## config.mk

```make
export PLATFORM = sky130hd
export DESIGN_NAME = hilo_divider
export DESIGN_NICKNAME = d
export VERILOG_FILES = /design/src/rtl/hilo_divider.sv
export SDC_FILE = /design/constraint.sdc
export NUM_CORES = 1
export LEC_CHECK = 0
export ABC_AREA = 1
export BUFFER_PORTS_ARGS = -buffer_cell sky130_fd_sc_hd__buf_2
export CAP_MARGIN = 5
export CORE_MARGIN = 2
export CORE_UTILIZATION = 26
export DETAILED_ROUTE_END_ITERATION = 10
export PLACE_DENSITY = 0.47
export SLEW_MARGIN = 5
export SYNTH_ARGS = -nofsm -noshare
export SYNTH_HDL_FRONTEND = slang
export SYNTH_SLANG_ARGS = --single-unit
```

## constraint.sdc

```tcl
create_clock -name Clock -period 3.6 [get_ports Clock]
set_input_delay 0.36 -clock Clock [delete_from_list [all_inputs] [get_ports Clock]]
set_output_delay 0.36 -clock Clock [all_outputs]
set_load 0.05 [all_outputs]
```

## src/rtl/hilo_divider.sv

```systemverilog
// HI/LO register pair with an iterative restoring divider for the EX stage.
// div/divu run WIDTH+1 cycles; mfhi/mflo stall while a divide is in flight.
module hilo_divider #(
    parameter int unsigned WIDTH = 32
) (
    input  logic             Clock,
    input  logic             Reset,
    input  logic             Start,
    input  logic             Signed,
    input  logic [WIDTH-1:0] A,
    input  logic [WIDTH-1:0] B,
    input  logic             ReadHi,
    input  logic             ReadLo,
    output logic             Busy,
    output logic             Stall,
    output logic [WIDTH-1:0] HiLoOut,
    output logic [WIDTH-1:0] Hi,
    output logic [WIDTH-1:0] Lo,
    output logic             DivByZero
);

    localparam int unsigned CountW = (WIDTH > 1) ? $clog2(WIDTH) : 1;
    localparam int unsigned RemW   = WIDTH + 1;

    typedef enum logic [1:0] {
        StIdle = 2'd0,
        StRun  = 2'd1,
        StFix  = 2'd2
    } stateT;

    stateT state;
    stateT stateNext;

    logic              accept;
    logic              runStep;
    logic              fixStep;

    logic [WIDTH-1:0]  latchedA;
    logic              latchedBZero;
    logic              signA;
    logic              signB;
    logic [WIDTH-1:0]  absB;
    logic [WIDTH-1:0]  rem;
    logic [WIDTH-1:0]  quo;
    logic [CountW-1:0] count;

    logic              startSignA;
    logic              startSignB;
    logic [WIDTH-1:0]  startAbsA;
    logic [WIDTH-1:0]  startAbsB;

    logic [RemW-1:0]   remShift;
    logic [RemW-1:0]   remSub;
    logic              fits;
    logic [WIDTH-1:0]  remStep;
    logic [WIDTH-1:0]  quoStep;

    logic [WIDTH-1:0]  negQuo;
    logic [WIDTH-1:0]  negRem;

    // State register
    always_ff @(posedge Clock) begin
        if (Reset) begin
            state <= StIdle;
        end else begin
            state <= stateNext;
        end
    end

    // Next state and per-state strobes
    always_comb begin
        stateNext = state;
        accept    = 1'b0;
        runStep   = 1'b0;
        fixStep   = 1'b0;
        case (state)
            StIdle: begin
                if (Start) begin
                    accept    = 1'b1;
                    stateNext = StRun;
                end
            end
            StRun: begin
                runStep = 1'b1;
                if (count == CountW'(WIDTH - 1)) begin
                    stateNext = StFix;
                end
            end
            StFix: begin
                fixStep   = 1'b1;
                stateNext = StIdle;
            end
            default: begin
                stateNext = StIdle;
            end
        endcase
    end

    // Operand signs and magnitudes captured on accept
    always_comb begin
        startSignA = A[WIDTH-1] & Signed;
        startSignB = B[WIDTH-1] & Signed;
        startAbsA  = startSignA ? (~A + WIDTH'(1)) : A;
        startAbsB  = startSignB ? (~B + WIDTH'(1)) : B;
    end

    // One restoring step; the borrow out of the WIDTH+1 bit subtract is the compare
    always_comb begin
        remShift = {rem, quo[WIDTH-1]};
        remSub   = remShift - {1'b0, absB};
        fits     = ~remSub[WIDTH];
        remStep  = fits ? remSub[WIDTH-1:0] : remShift[WIDTH-1:0];
        quoStep  = {quo[WIDTH-2:0], fits};
    end

    always_comb begin
        negQuo = ~quo + WIDTH'(1);
        negRem = ~rem + WIDTH'(1);
    end

    // Datapath and architectural HI/LO; HI/LO only move in FIX or on reset
    always_ff @(posedge Clock) begin
        if (Reset) begin
            latchedA     <= '0;
            latchedBZero <= 1'b0;
            signA        <= 1'b0;
            signB        <= 1'b0;
            absB         <= '0;
            rem          <= '0;
            quo          <= '0;
            count        <= '0;
            Hi           <= '0;
            Lo           <= '0;
            DivByZero    <= 1'b0;
        end else begin
            if (accept) begin
                latchedA     <= A;
                latchedBZero <= (B == '0);
                signA        <= startSignA;
                signB        <= startSignB;
                absB         <= startAbsB;
                rem          <= '0;
                quo          <= startAbsA;
                count        <= '0;
                DivByZero    <= 1'b0;
            end
            if (runStep) begin
                rem   <= remStep;
                quo   <= quoStep;
                count <= count + CountW'(1);
            end
            if (fixStep) begin
                if (latchedBZero) begin
                    Lo        <= '1;
                    Hi        <= latchedA;
                    DivByZero <= 1'b1;
                end else begin
                    Lo <= (signA ^ signB) ? negQuo : quo;
                    Hi <= signA ? negRem : rem;
                end
            end
        end
    end

    // Hazard-facing outputs are combinational so the stall lands in the same cycle
    always_comb begin
        Busy    = (state != StIdle);
        Stall   = Busy & (Start | ReadHi | ReadLo);
        HiLoOut = ReadHi ? Hi : Lo;
    end

endmodule
```

# Yosys cells after proc, flatten, opt, wreduce, memory -nomap -nowiden
# Index checks and enable logic that the tools add are counted.
# Widths: inputs -> output; s select.
totals:
  ff_bits: 203
  rom_bits: 0
  ram_bits: 0
  latchBits: 0
  input_bits: 70
  n_memories: 0
classes:
  eq_ne: 5
  addsub: 6
  shift: 0
  n_lt_le_gt_ge: 0
  multipliers: 0
  mux: 24
  n_div: 0
  n_reduce_logical: 5
  bitwise: 11
op_table:
  columns: ["operator", "n"]
  rows:
  - ["$mux 32", 12]
  - ["$add 32x1->32 const B", 4]
  - ["$not 32->32", 4]
  - ["$sub 33x32->33", 1]
  - ["$logic_not 32->1", 1]
  - ["$mux 5", 2]
  - ["$mux 1", 7]
  - ["$add 5x1->5 const B", 1]
  - ["$eq 5x5->1 const B", 1]
  - ["$mux 2", 2]
  - ["$ne 2x2->1 const B", 2]
  - ["$pmux 2 s2", 1]
  - ["$reduce_bool 2->1", 2]
  - ["$and 1x1->1", 3]
  - ["$eq 2x1->1 const B", 1]
  - ["$eq 2x2->1 const B", 1]
  - ["$logic_not 2->1", 1]
  - ["$or 1x1->1", 2]
  - ["$reduce_and 2->1", 1]
  - ["$not 1->1", 1]
  - ["$xor 1x1->1", 1]

# Longest topological paths before layout
# Gate-level depths: netlist (run 1).
logic_depth:
  word_depth: 5
  mapped_depth: 18
  ltp_nobuf: 17

# Least setup slack after synthesis (run 1)
# OpenSTA, ideal clock, no wires.
synth_timing:
  path_kind: "flip-flop to output port"
  start: "reg Hi[1]"
  end: "out HiLoOut[1]"
  setup_slack_ns: 1.404
  stages_incl_launch_ff: 3
  arrival_time_ns: 1.836
  t_required_ns: 3.240
  n_path_buf: 0
  cell_sequence: "dfxtp_1 inv_1 o21ai_0"
synth_via:
  elab_chain_len: 1
synth_lines:
  columns: ["element", "line", "rtl"]
  rows:
  - ["start: declaration", "17", "output logic [WIDTH-1:0] Hi,"]
  - ["start signal: assignment", "155", "Hi <= latchedA;"]
  - ["start signal: assignment", "159", "Hi <= signA ? negRem : rem;"]
  - ["$mux 32", "169", "HiLoOut = ReadHi ? Hi : Lo;"]
  - ["end: declaration", "16", "output logic [WIDTH-1:0] HiLoOut,"]
# No other way between the ends.

# Final worst setup path (run 1)
layout_timing:
  start: "reg quo[31]"
  end: "reg rem[16]"
layout_via:
  elab_chain_len: 3
layout_lines:
  columns: ["element", "line", "rtl"]
  rows:
  - ["start: declaration", "44", "logic [WIDTH-1:0] quo;"]
  - ["start signal: assignment", "143", "quo <= startAbsA;"]
  - ["start signal: assignment", "149", "quo <= quoStep;"]
  - ["$sub 33x32->33", "110", "remSub = remShift - {1'b0, absB};"]
  - ["$mux 32", "112", "remStep = fits ? remSub[WIDTH-1:0] : remShift[WIDTH-1:0];"]
  - ["$mux 32", "147", "if (runStep) begin"]
  - ["end signal: assignment", "148", "rem <= remStep;"]
  - ["end: declaration", "43", "logic [WIDTH-1:0] rem;"]
# No other way between the ends.
# A chain may end at the register's enable or synchronous reset.

==> impl_results.md, run 1 <==
* Outcome: finished, final reports clean
* Initial DRC Count at 1,525
* DR vias/cell at 4.97
* Core area at 53,900 sq um
* CP required at 4.08 ns
* Worst Skew at around 0.015 ns
* Die extent in y at 238 microns
* Startpoint Class: register
* CTS Hold Buffers Added at 0
* Slew @ Worst Pin at 0.786 ns
* Core Util, Final at 0.307
* FFs w/ async S/R, synth at 0
* RSZ-0062 raised after global routing: false
* Clock Sinks at 203
* Setup tns final at 0 ns
* DRT antenna net count at 0
* Synthesized area per cell at 6.03 sq um
* Critical path class: register to register
* Drt wl/cell at 19.6 microns
* Worst slack, placed at 0.924 ns
* CTS Buf Count at 25
* Pins Over Slew Limit at 0
* Crit end category: register
* Seq/Total Area, Yosys at 0.286
* Initial Utilization at 0.263
* Synth area leaders: dfxtp_1 29%, nand2_1 17%, inv_1 9.2%
* Highest clock rate at between 300 and 400 MHz
* Post-synthesis register bit count at 203
* Clock-pin slew on the worst setup and hold paths at 0.07 ns
* Root buf cell: clkbuf_16
* Predominant post-synthesis flop cell: dfxtp_1
* Worst vdd ir at 347 uV
* Top-count cell post-synth: nand2_1
* GRT Total Usage at 0.216
* Minimum clock period after layout at 2.71 ns
* Full die area at 56,500 sq um
* Critical Path Fanout Max at 27
* Largest net degree at the start of global routing at 64
* H-Tree Depth at 1
* Tcrit/Tclk final at 0.753
* Post-synth EDFFs at 0
* Drt first pass iters at 5
* Post-synth top area cell: dfxtp_1
* Fin worst setup slack at 0.889 ns
* Max-Cap Viols at 0
* Vias in the first global route at approximately 15,000
* Multi-input gate area at about 8400 sq um
* Leading cell types by count after synthesis: 653 x nand2_1, 348 x inv_1, 214 x nor2_1
* PwrDens at between 600 and 700 nW/um^2
* Tot Pwr at 11.4 mW
* Slew headroom at 0.476
* Yosys warns at 0
* Distinct cells, synth at between 50 and 60
* IO Count at approximately 170
* First-pass GRT wire length at 93,300 microns
* Post-detail-place hpwl at 49,800 microns
* Final hold vios at 0
* Data arrival time of the worst path at between 3 and 4 ns
* Flip-flop and latch area at just over 4000 sq um
* Postcts setup bufs at 0
* Setup violators final at 0
* Layout area overhead at 16.6%
* Mapped Area at between 10,000 and 15,000 sq um
* Die X at roughly 240 microns
* Share of layout cells above drive strength 1 at 0.117
* Row count at 85
* WL final at 62,500 microns
* Yosys top cell area share at 0.286
* Fillers at between 5,000 and 6,000
* Clock buffer depth at 3
* Worst skew pair latency at 0.56 ns
* HP Class: input pin to register
* Syn Nets at 2,463
* Synth Instances at 2,354
* Post_cts resized at 0
* DRC Markers at 0
* Nets at 2,584
* TritonCTS clock tree: yes
* GP Congestion at 0.912
* Static Leak at 8.11 nW
* Total grt overflow at 0
* Vias at 15,856
* Antenna violations before repair at 0
* Port Buf Inserts at 168
## layout make-up
type,instances,area share
sequential,203,0.246
antenna,1,0.000151
multi-input combinational,1689,0.506
timing repair buffer,190,0.0609
clock inverter,5,0.00559
inverter,366,0.0830
clock buffer,40,0.0460
tap,696,0.0526
## per-layer routing
layer | global-route usage | share of wire | vias to the layer above
met4 | 0.0398 | 0.016 | 0
li1 | - | - | 7832
met2 | 0.345 | 0.44 | 460
met3 | 0.0179 | 0.052 | 50
met5 | 0 | 0 | -
met1 | 0.317 | 0.49 | 7514
## cell families after synthesis
kind of cell	Yosys count	synth area share
and+or+nand+nor	1179	0.352
buffers and inverters	462	0.125
AOI/OAI and AO/OA	417	0.168
DFF	203	0.286
xor gates and xnor gates	54	0.0333
adders and majority gates	39	0.0349
## sequential cells by signal, indices dropped and copies added (netlist names)
name,cells
signA,1
count,5
latchedBZero,1
Lo,32
rem,32
state,2
absB,32
latchedA,32
Hi,32
DivByZero,1
quo,32
signB,1
## where the power goes
group | total, mW | internal (mW) | switching [mW]
clock network | 2.69 | 1.59 | 1.10
logic | 5.99 | 1.82 | 4.16
registers | 2.73 | 2.45 | 0.281
total | 11.4 | 5.87 | 5.54
## layout by cell type (no fill, tap or decap), types with 6 or more instances in the layout
cell type and n:
a21oi_1 135, xnor2_1 23, nor2_2 6, o21ai_0 139
clkbuf_8 8, clkbuf_16 25, a211oi_1 12, nor2_1 211
buf_4 23, nand4_1 25, a31oi_1 49, dfxtp_1 203
xor2_1 31, nand2_2 12, nor3_1 27, inv_1 346
o221ai_1 13, a22oi_1 10, nand3b_1 8, o22ai_1 18
nand3_1 204, o211ai_1 14, inv_2 17, ha_1 38
nand2_1 652, buf_2 167, or2_2 7, clkbuf_1 7
## critical path, cell delays in order (launching register included)
cell     delay, ns
dfxtp_1       0.36
inv_1         0.11
ha_1          0.23
fa_1          0.42
inv_1         0.09
nand2_1       0.05
nand2_1       0.07
nand3_1       0.08
nand2_2       0.11
nand2_2       0.07
nand2_4       0.07
nand2_4       0.07
nand3_4       0.25
nand2_4       0.27
nand2_1       0.13
nand3_1       0.07
a21oi_1       0.16
## per-stage QoR
| stage | hold slack (ns) | cells | cell area [sq um] |
|---|---|---|---|
| 6_report | 0.0741 | 3190 | 16600 |
| 5_1_grt | 0.0943 | 3189 | 16500 |
| 4_1_cts | 0.0676 | 3189 | 16500 |
| 3_5_place_dp | 0.440 | 3144 | 15700 |
| 3_3_place_gp | 0.434 | 3144 | 15700 |
| 2_1_floorplan | 0.422 | 2354 | 14200 |
## path summary, 6_finish.rpt
check	slack, ns	cells past startpoint	endpoint	from
setup / recovery	0.89	16	rem[16]	quo[31]
hold / removal	0.07	3	latchedA[1]	A[1]
setup reg to reg	0.89	16	rem[16]	quo[31]
hold reg to reg	0.45	2	latchedA[13]	latchedA[13]
Note: power is estimated with default switching activity, not from simulation.
==> run 2: changes to the inputs <==
Settings changed: ABC_AREA 1 to 0, PLACE_DENSITY 0.47 to 0.49.
Clock period 3.6 ns to 2.4 ns, I/O delays scaled along.
==> run 2 against run 1 <==
  * The flow now finishes with violations (setup timing)
  * Combinational power fell by 56%
  * Global-route usage fell by 3.5 points
  * Register-to-register slack got worse by 1.6 ns
  * Critical path depth fell by 2
  * Clock skew rose by 0.010 ns
  * Synthesized cell count fell by 30%
  * Clock power rose by 55%
  * Critical endpoint is now rem[11]
  * Largest cell class unchanged
==> impl_results.md, run 2 <==
* Outcome: finished, violations left
* Failing checks: setup timing
* Diodes inserted at 0
* WP buf/inv at 3
* Largest net degree at the start of global routing at 138
* Final hold vios at 0
* Clock Sinks at 203
* Slew @ Worst Pin at 1.01 ns
* Placed Cells incl. Taps at ~2,600
* Post-Layout Cell Count at 2,638
* Critical Path Start: quo[31]
* R2r setup slk at -0.68 ns
* Post-detail-place hpwl at between 30,000 and 40,000 microns
* Worst-path cell with the longest stage delay: fa_2
* Total grt overflow at 0
* DRC Markers at 0
* FF-to-FF path depth at 14
* HP Start: B[22]
* Clock-pin slew on the worst setup and hold paths at 0.06 ns
* Slew headroom at 0.326
* H-Tree Depth at 1
* Core Util, Final at 0.377
* First-pass GRT wire length at 71,400 microns
* TritonCTS clock tree: yes
* Tot Pwr at approximately 10 mW
* Crit path cell chain: inv_2, ha_4, fa_2, nand2b_4, a21oi_4, o21a_1, o21bai_1, o31a_1, a211oi_4, buf_6, xnor2_4, buf_6, nor3_2, nor4_1
* Post-synth top area cell: dfxtp_1
* Synth Instances at 1,639
* CP top delay family: compound AO/OA/AOI/OAI gates
* Mapped Area at roughly 12,000 sq um
* Vias at approximately 13,000
* Worst flop-to-flop path endpoint: rem[11]
* Distinct cells, synth at 63
* Drt wl/cell at 17.4 microns
* CTS Buf Count at 26
* IO Count at 169
* HP Class: input pin to register
* Yosys top cell area share at 0.329
* Worst Skew at 0.0255 ns
* Minimum clock period after layout at 3.08 ns
* Die extent in y at 222 microns
* Static Leak at ~7.3 nW
* Critical path class: register to register
* Worst path max stage delay at 0.34 ns
* Nets at 2,120
* Setup tns final at -23.77 ns
* Hold Slack at 0.0240 ns
* Seq/Total Area, Yosys at 0.329
* Highest clock rate at 324 MHz
* Max-Cap Viols at 0
* WL final at 46,000 microns
* Synth area leaders: dfxtp_1 33%, nand2_1 8.1%, a21oi_1 7.1%
* PwrDens at approximately 590 nW/um^2
* Full die area at 49,300 sq um
* Share of layout cells above drive strength 1 at 0.309
* Setup crit end: rem[11]
* Post-synth EDFFs at 0
* Pins Over Slew Limit at 0
* Setup violators final at 51
* Predominant post-synthesis flop cell: dfxtp_1
* Post-synthesis register bit count at 203
* Top-count cell post-synth: nand2_1
* Row count at 79
* Synthesized area per cell at 7.54 sq um
* Antenna violations before repair at 1
* Clock buffer depth at 3
* Critical Path Fanout Max at 5
* GRT Total Usage at 0.181
* Root buf cell: clkbuf_16
* Tcrit/Tclk final at 1.28
* Vias in the first global route at 12,621
* Most common cell after layout, fill and taps aside: nand2_1
* CP required at 2.83 ns
* DRT antenna net count at 0
* Drt first pass iters at 5
* FFs w/ async S/R, synth at 0
* Initial DRC Count at 722
* Layout area overhead at 42.5%
* Data arrival time of the worst path at about 3.5 ns
* Yosys warns at 0
* DR vias/cell at approximately 5.0
* Die X at 222 microns
* Worst vdd ir at 455 uV
* Fin worst setup slack at -0.683 ns
* Worst skew pair latency at 0.55 ns
* CP most frequent cell: buf_6
* Leading cell types by count after synthesis: 267 x nand2_1, 203 x dfxtp_1, 176 x a21oi_1
* RSZ-0062 raised after global routing: true
* Core area at 46,800 sq um
* GP Congestion at 0.914
* Initial Utilization at 0.264
* R2r startpoint: quo[31]
* Port Buf Inserts at 168
* Fillers at 4,814
* Crit end category: register
* Commonest cells after routing, fill and taps aside: 255 x nand2_1, 234 x buf_4, 197 x dfxtp_1
* Syn Nets at between 1,500 and 2,000
* Crit. path cell count at 14
* Startpoint Class: register
## run 2: worst min-delay path by stage
| stage | to | cells after the start |
|---|---|---|
| detailed placement | latchedA[6] | 2 |
| floorplan | latchedA[30] | 2 |
| CTS | absB[22] | 3 |
| finish | absB[22] | 3 |
| global placement | latchedA[14] | 2 |
| global route | absB[24] | 3 |
## run 2: power by group
part           switching [mW]  total, mW  internal (mW)  leakage (nW)
registers               0.120       3.64           3.52          1.66
clock network            1.59       4.16           2.57         0.440
logic                    1.45       2.66           1.21          5.21
## run 2: cells by family after synthesis
group           Yosys count  share of synthesized area
flops                   203                      0.329
buf+inv                 163                     0.0505
compound gates          477                      0.240
mux                      36                     0.0324
simple gates            583                      0.210
xor+xnor                138                     0.0977
fa+ha+maj                39                     0.0401
## run 2: layout make-up
class                      instances  area [sq um]  share of cell area
clock buffer                      41           788              0.0447
clock inverter                     7           116             0.00660
inverter                          54           205              0.0116
multi-input combinational       1273          8440               0.479
sequential                       203          4070               0.231
tap                              607           759              0.0431
timing repair buffer             453          3240               0.184
## run 2: worst reg2reg max path: cells and delay by family, from the launching register on
kind / cells / cell delay, ns
AOI/OAI and AO/OA: 5 / 1.05
xor gates and xnor gates: 1 / 0.15
adders and majority gates: 2 / 0.50
buffers and inverters: 3 / 0.39
DFF: 1 / 0.33
and+or+nand+nor: 3 / 0.53
## run 2: through the flow
stage	instance area (sq um)	setup slack [ns]
2_1_floorplan	12500	-0.538
6_report	17600	-0.683
3_5_place_dp	15600	-0.661
3_3_place_gp	15600	-0.663
5_1_grt	17600	-0.828
4_1_cts	17100	-0.585
## run 2: metal layers
metal | GRT usage | up-vias | share of wire
met5 | 0 | - | 0
met1 | 0.233 | 6151 | 0.45
li1 | - | 6556 | -
met3 | 0.0221 | 71 | 0.042
met2 | 0.314 | 313 | 0.47
met4 | 0.0562 | 0 | 0.030
## run 2: repair_timing
action                                 in CTS  in global routing
buffers inserted                           10                  8
gates resized for setup                    86                 86
gates cloned                                1                  1
setup endpoints to repair                  59                 68
hold buffers                               23                  0
pin swaps                                  28                 46
endpoints found under the hold margin      26                  0
